**config.mk**
```make
export PLATFORM = sky130hd
export DESIGN_NAME = axis_impulse_src
export DESIGN_NICKNAME = d
export VERILOG_FILES = /design/src/rtl/axis_impulse_src.sv
export SDC_FILE = /design/constraint.sdc
export NUM_CORES = 1
export LEC_CHECK = 0
export CORE_ASPECT_RATIO = 1.4
export CORE_MARGIN = 2
export CORE_UTILIZATION = 40
export CTS_CLUSTER_SIZE = 12
export DETAILED_ROUTE_END_ITERATION = 7
export GPL_ROUTABILITY_DRIVEN = 0
export GPL_TIMING_DRIVEN = 0
export SYNTH_ARGS = -nofsm -noshare
export SYNTH_HDL_FRONTEND = slang
export SYNTH_SLANG_ARGS = --single-unit
```
**constraint.sdc**
```tcl
create_clock -name clk -period 4 [get_ports clk]
set_clock_uncertainty 0.15 [all_clocks]
set_input_delay 0.6 -clock clk [delete_from_list [all_inputs] [get_ports clk]]
set_output_delay 0.6 -clock clk [all_outputs]
set_load 0.05 [all_outputs]
```
**src/rtl/axis_impulse_src.sv**
```systemverilog
`default_nettype none
// ============================================================================
// Module   : axis_impulse_src
// Brief    : AXI-Stream master emitting SAMP complex samples with one real
//            impulse per PERIOD. Frames are tlast-delimited every TLAST_LEN
//            beats, with a short final frame allowed. A sticky done flag is
//            raised once the last beat has been accepted.
// Revision : 1.0 - initial release
// ============================================================================
module axis_impulse_src #(
    parameter int WIDTH         = 16,
    parameter int PERIOD        = 64,
    parameter int IMPULSE_PHASE = 9,
    parameter int PULSE_VAL     = 64,
    parameter int SAMP          = 2048,
    parameter int TLAST_LEN     = 64
) (
    input  logic                       clk,
    input  logic                       rst_n,
    input  logic                       en,
    output logic [2*WIDTH-1:0]         m_axis_tdata,
    output logic                       m_axis_tvalid,
    input  logic                       m_axis_tready,
    output logic                       m_axis_tlast,
    output logic                       done,
    output logic [$clog2(SAMP+1)-1:0]  beat_count
);

    localparam int CW = $clog2(SAMP + 1);
    localparam int PW = (PERIOD > 1) ? $clog2(PERIOD) : 1;
    localparam int FW = (TLAST_LEN > 1) ? $clog2(TLAST_LEN) : 1;

    localparam logic [PW-1:0]    c_PHASE_LAST = PW'(PERIOD - 1);
    localparam logic [PW-1:0]    c_IMP_PHASE  = PW'(IMPULSE_PHASE);
    localparam logic [FW-1:0]    c_FRAME_LAST = FW'(TLAST_LEN - 1);
    localparam logic [CW-1:0]    c_SAMP_LAST  = CW'(SAMP - 1);
    localparam logic [WIDTH-1:0] c_PULSE      = WIDTH'(PULSE_VAL);

    localparam logic [1:0] S_IDLE = 2'd0;
    localparam logic [1:0] S_RUN  = 2'd1;
    localparam logic [1:0] S_DONE = 2'd2;

    // Registered state. phase/frame/count always describe the beat that is
    // currently presented, or the next one to present while paused.
    logic [1:0]         state_q,  state_d;
    logic               tvalid_q, tvalid_d;
    logic [2*WIDTH-1:0] tdata_q,  tdata_d;
    logic               tlast_q,  tlast_d;
    logic               done_q,   done_d;
    logic [CW-1:0]      count_q,  count_d;
    logic [PW-1:0]      phase_q,  phase_d;
    logic [FW-1:0]      frame_q,  frame_d;

    logic               w_xfer;
    logic [PW-1:0]      w_phase_inc;
    logic [FW-1:0]      w_frame_inc;
    logic [CW-1:0]      w_count_inc;
    logic [PW-1:0]      w_sel_phase;
    logic [FW-1:0]      w_sel_frame;
    logic [CW-1:0]      w_sel_count;
    logic [WIDTH-1:0]   w_sel_real;
    logic               w_sel_tlast;

    assign w_xfer      = tvalid_q & m_axis_tready;
    assign w_phase_inc = (phase_q == c_PHASE_LAST) ? '0 : phase_q + 1'b1;
    assign w_frame_inc = (frame_q == c_FRAME_LAST) ? '0 : frame_q + 1'b1;
    assign w_count_inc = count_q + 1'b1;

    // The beat to load: after a transfer it is the following beat, otherwise
    // (start from idle or resume from pause) it is the one the counters hold.
    assign w_sel_phase = w_xfer ? w_phase_inc : phase_q;
    assign w_sel_frame = w_xfer ? w_frame_inc : frame_q;
    assign w_sel_count = w_xfer ? w_count_inc : count_q;
    assign w_sel_real  = (w_sel_phase == c_IMP_PHASE) ? c_PULSE : '0;
    assign w_sel_tlast = (w_sel_frame == c_FRAME_LAST) || (w_sel_count == c_SAMP_LAST);

    // Next-state logic for the IDLE/RUN/DONE sequencer and the output beat.
    always_comb begin
        state_d  = state_q;
        tvalid_d = tvalid_q;
        tdata_d  = tdata_q;
        tlast_d  = tlast_q;
        done_d   = done_q;
        count_d  = count_q;
        phase_d  = phase_q;
        frame_d  = frame_q;
        case (state_q)
            S_IDLE: begin
                if (en) begin
                    state_d  = S_RUN;
                    tvalid_d = 1'b1;
                    tdata_d  = {{WIDTH{1'b0}}, w_sel_real};
                    tlast_d  = w_sel_tlast;
                end
            end
            S_RUN: begin
                if (w_xfer) begin
                    count_d = w_count_inc;
                    phase_d = w_phase_inc;
                    frame_d = w_frame_inc;
                    if (count_q == c_SAMP_LAST) begin
                        state_d  = S_DONE;
                        tvalid_d = 1'b0;
                        tdata_d  = '0;
                        tlast_d  = 1'b0;
                        done_d   = 1'b1;
                    end else if (en) begin
                        tvalid_d = 1'b1;
                        tdata_d  = {{WIDTH{1'b0}}, w_sel_real};
                        tlast_d  = w_sel_tlast;
                    end else begin
                        tvalid_d = 1'b0;
                    end
                end else if (!tvalid_q && en) begin
                    // Resume after a pause; a presented beat is never retracted.
                    tvalid_d = 1'b1;
                    tdata_d  = {{WIDTH{1'b0}}, w_sel_real};
                    tlast_d  = w_sel_tlast;
                end
            end
            S_DONE: begin
                state_d = S_DONE;
            end
            default: begin
                state_d  = S_IDLE;
                tvalid_d = 1'b0;
            end
        endcase
    end

    // State register with synchronous active-low reset.
    always_ff @(posedge clk) begin
        if (!rst_n) begin
            state_q  <= S_IDLE;
            tvalid_q <= 1'b0;
            tdata_q  <= '0;
            tlast_q  <= 1'b0;
            done_q   <= 1'b0;
            count_q  <= '0;
            phase_q  <= '0;
            frame_q  <= '0;
        end else begin
            state_q  <= state_d;
            tvalid_q <= tvalid_d;
            tdata_q  <= tdata_d;
            tlast_q  <= tlast_d;
            done_q   <= done_d;
            count_q  <= count_d;
            phase_q  <= phase_d;
            frame_q  <= frame_d;
        end
    end

    assign m_axis_tdata  = tdata_q;
    assign m_axis_tvalid = tvalid_q;
    assign m_axis_tlast  = tlast_q;
    assign done          = done_q;
    assign beat_count    = count_q;

endmodule
`default_nettype wire

```
Yosys cells after proc, flatten, opt, wreduce, memory -nomap -nowiden
Index checks and enable logic that the tools add are counted.
Word-level totals
  register bits: 61
  word-level logic and storage cells: 60
Operators by class
  add/sub/neg operators: 3
  equality and inequality tests: 12
  multiplexer cells: 26
  bitwise logic cells: 2
  reductions and logical operators: 9
Operator list (count)
  $mux 32: 4
  $pmux 32 s2: 1
  $eq 12x11->1 const B: 2
  $mux 6: 4
  $eq 6x6->1 const B: 3
  $add 12x1->12 const B: 1
  $add 6x1->6 const B: 2
  $mux 12: 1
  $mux 1: 9
  $reduce_and 3->1: 3
  $mux 7: 1
  $eq 6x4->1 const B: 1
  $mux 2: 3
  $ne 2x2->1 const B: 3
  $pmux 2 s3: 1
  $ne 3x3->1 const B: 1
  $pmux 1 s3: 1
  $eq 2x1->1 const B: 1
  $eq 2x2->1 const B: 1
  $logic_not 2->1: 1
  $pmux 1 s2: 1
  $reduce_and 2->1: 1
  $reduce_bool 2->1: 1
  $and 1x1->1: 1
  other kinds (4): 4

Logic depth before layout (Yosys ltp)
  word-level depth: 9
  gate-level depth with buffers: 9
  depth with buffers taken out: 7

Worst setup path after synthesis
OpenSTA, ideal clock, no wires.
  kind: flip-flop to flip-flop
  start point: reg count_q[1], in the netlist beat_count[1]
  end point: reg count_q[10], in the netlist beat_count[10]
  library setup time: 0.070 ns
  arrival: 1.981 ns
  required time: 3.780 ns
  path slack: 1.799 ns
  cell stages (with the launch flop): 8
  path buffers: 1
  cells stage by stage: dfxtp_1 > ha_1 > buf_2 > nand2_1 > nor3_1 > nand4_1 > or3_1 > a21boi_1
On the way
  cells in the longest elaborated chain, start to end: 2
RTL lines
  from (decl): RTL line 50  | logic [CW-1:0] count_q, count_d;
  from (signal assigned): RTL line 148  | count_q <= count_d;
  $add 12x1->12: RTL line 67  | assign w_count_inc = count_q + 1'b1;
  $mux 12: RTL line 97  | if (w_xfer) begin
No other way between the ends.
A chain may end at the register's enable or synchronous reset.

Worst setup path after layout
  start point: in m_axis_tready
  end point: reg tdata_q[20], in the netlist m_axis_tdata[20]
On the way
  cells in the longest elaborated chain, start to end: 3
RTL lines
  from (decl): RTL line 23  | input logic m_axis_tready,
  $and 1x1->1 (*): RTL line 64  | assign w_xfer = tvalid_q & m_axis_tready;
  $mux 32 or $ne 3x3->1 (tied branches)
  $pmux 32 s2 or $reduce_and 2->1 (tied branches)
  to (signal assigned): RTL line 145  | tdata_q <= tdata_d;
  to (decl): RTL line 47  | logic [2*WIDTH-1:0] tdata_q, tdata_d;
Every way passes the cells marked *; elsewhere a longest branch is shown, timed or not.

==> flow_summary.json <==
{
  "status": "finished clean",
  "powerDensity_nw_per_um2": 407.6,
  "setup_violations": 0,
  "hold_depth": 1,
  "synthArstFlopShare_pct": 0,
  "fp.dieH_um": 102.2,
  "r2r-start": "state_q[1]",
  "setup.worst_path.class": "in -> reg",
  "synth_nets": 315,
  "synth_top_family_by_area": "simple AND/OR/NAND/NOR gates",
  "hold_viol_final": 0,
  "final_cells": 463,
  "fin_setup_tns_ns": 0,
  "clk_pin_slew_ns": 0.07,
  "start_util_pct": 41.63,
  "regToRegSetupSlack_ns": 1.61,
  "antenna_left": 0,
  "reg2regPathDepth": 8,
  "synth_area_sq_um": 2753,
  "synth_top_cells_by_count": "dfxtp_1 (61), and2_1 (44), nand2_1 (36)",
  "synth.largest_area_cell": "dfxtp_1",
  "synth-seq-cells": 61,
  "clockBufferDepth": 2,
  "grt_util_all_layers_pct": 18.52,
  "ys_warn_count": 0,
  "htreeDepth": 3,
  "yosysTopAreaCellShare_pct": 44.36,
  "hold_path.class": "reg -> reg",
  "drv_cap": 0,
  "area_growth_pct": 29.55,
  "cts_made_buffers": 9,
  "synthAdderAreaFrac_pct": 2.727,
  "cp.arrival_ns": 2.77,
  "critical_path_required_ns": 4.13,
  "routedWlPerCell_um": 13.46,
  "r2r_end": "m_axis_tdata[20]",
  "dieArea_sq_um": 7571,
  "cts_resized": 0,
  "peakVddDrop_mv": 0.2953,
  "drtIter0Drc": 85,
  "synth_edf_count": 0,
  "holdWs_ns": 0.3071,
  "grt_overflow": 0,
  "synth_ff_type": "dfxtp_1",
  "rows": 35,
  "synth_most_common_cell": "dfxtp_1",
  "fin_crit_sh_pct": 66.17,
  "fill_cells": 624,
  "grt_setup_unrepaired": "false",
  "worst_slew_pin_slew_ns": 0.7597,
  "yosys.area_share.simple_pct": 31.27,
  "grt_max_degree": 13,
  "synthMuxAreaShare_pct": 1.091,
  "cts_tree": "yes",
  "hold_start": "m_axis_tdata[13]",
  "cts_setup_buffers": 0,
  "hold_buffers": 0,
  "dpl.cell_count": 447,
  "portBuffers": 50,
  "synth_cell_types": 52,
  "timing.fmax_mhz": 377.8,
  "min_to": "m_axis_tdata[13]",
  "period_needed_ns": 2.647,
  "synth_sequential_area_ratio_pct": 44.36,
  "via_count": 2328,
  "io_pins": 51,
  "antenna_found_initial": 0,
  "grt_pass1_vias": 2256,
  "cp_max_fo": 10,
  "maxSlewViolCount": 0,
  "power.leakage_nw": 1.309,
  "fp.dieW_um": 74.11,
  "synthTopCellsByArea": "dfxtp_1 (44%), and2_1 (10%), nand2_1 (4.9%), xnor2_1 (3.5%), ha_1 (2.7%)",
  "dr.pass1.iters": 5,
  "synth.avg_cell_area_sq_um": 9.025,
  "synthXorXnorAreaFrac_pct": 4.455,
  "netlist_instances": 305,
  "clk_latency_ns": 0.34,
  "grt_pass1_wl_um": 10780,
  "antenna_cells": 0,
  "routed_via_density": 5.028,
  "relSlewSlack_pct": 49.12,
  "crit_path_end_kind": "flop",
  "synth-compound-area-share_pct": 12.09,
  "clock_sink_count": 61,
  "finalWirelength_um": 6230,
  "core_sq_um": 6613,
  "startpoint_type": "input port",
  "dp_hpwl_um": 4444,
  "cts-root-buf": "clkbuf_8",
  "layout.nets": 376,
  "layout-drive-gt1-share_pct": 8.625,
  "drc": 0
}
## metrics by stage
step	util (%)	setup WS [ns]	total power, W	cell area, sq um
detailed placement	50.94	1.022	0.0009181	3368
global route	53.93	1.164	0.001536	3566
finish	53.93	1.353	0.001454	3566
global placement	50.94	1.086	0.0009149	3368
CTS	53.93	1.375	0.001467	3566
floorplan	-	1.799	0.0008454	2753
## sequential cells by signal, summed over array words and instances, names as in the netlist
name	count
beat_count	12
done	1
m_axis_tlast	1
state_q	2
m_axis_tvalid	1
phase_q	6
m_axis_tdata	32
frame_q	6
## layout make-up
type	count	area (sq um)	share of cell area, %
plain buffers	18	83.83	2.351
clock buffers	9	123.9	3.474
clock inverters	7	73.82	2.070
inverters	7	26.28	0.7368
multi-input cells	219	1421	39.86
flip-flops and latches	61	1221	34.25
well taps	92	115.1	3.228
repair buffers	50	500.5	14.04
## worst max-delay path, stage by stage
cell	delay, ns
clkdlybuf4s50_1	0.56
nand2_1	0.34
o21ai_0	0.15
a31oi_1	0.62
clkbuf_1	0.32
and2_1	0.18
## report_power, final
group	leakage, nW	internal [W]	total (W)	switching, W
Clock	0.0996	0.000289	0.000547	0.000258
Combinational	0.718	0.0000918	0.000259	0.000167
Sequential	0.492	0.000628	0.000647	0.0000186
## kinds of logic after synthesis
group | after synthesis
fa+ha+maj | 6
simple gates | 148
compound gates | 48
buf+inv | 25
mux | 3
xor+xnor | 14
flops | 61
## per-layer routing
layer / track usage [%] / wire (um)
met2: 28.30 / 2926
met3: 4.142 / 297
met4: 9.371 / 138
met1: 24.39 / 2867
met5: 0 / 0
## cells in the final DEF (no fill, tap or decap), types with 4 or more instances in the layout
cell / netlist / layout
a21oi_1: 4 / 4
nand2_1: 36 / 36
nand4b_1: 5 / 5
clkbuf_1: 10 / 10
a21boi_0: 7 / 7
nand3_1: 10 / 10
ha_1: 6 / 6
o21ai_0: 14 / 14
nor3_1: 4 / 4
clkdlybuf4s50_1: 0 / 50
a31oi_1: 4 / 4
and2_1: 44 / 44
and3_1: 5 / 5
inv_1: 7 / 7
xnor2_1: 11 / 11
buf_2: 6 / 6
dfxtp_1: 61 / 61
nor2_1: 11 / 11
nand4_1: 7 / 7
nor2b_1: 5 / 5
clkbuf_8: 0 / 9
## worst max-delay path by stage
| stage | start | to | depth (start not counted) |
|---|---|---|---|
| after floorplan | beat_count[1] | beat_count[10] | 7 |
| after global placement | m_axis_tready | m_axis_tdata[2] | 6 |
| after detailed placement | m_axis_tready | m_axis_tdata[9] | 6 |
| after CTS | m_axis_tready | m_axis_tdata[20] | 6 |
| after global routing | m_axis_tready | m_axis_tdata[23] | 6 |
| final | m_axis_tready | m_axis_tdata[20] | 6 |
Power figures use the tool's default switching activity.
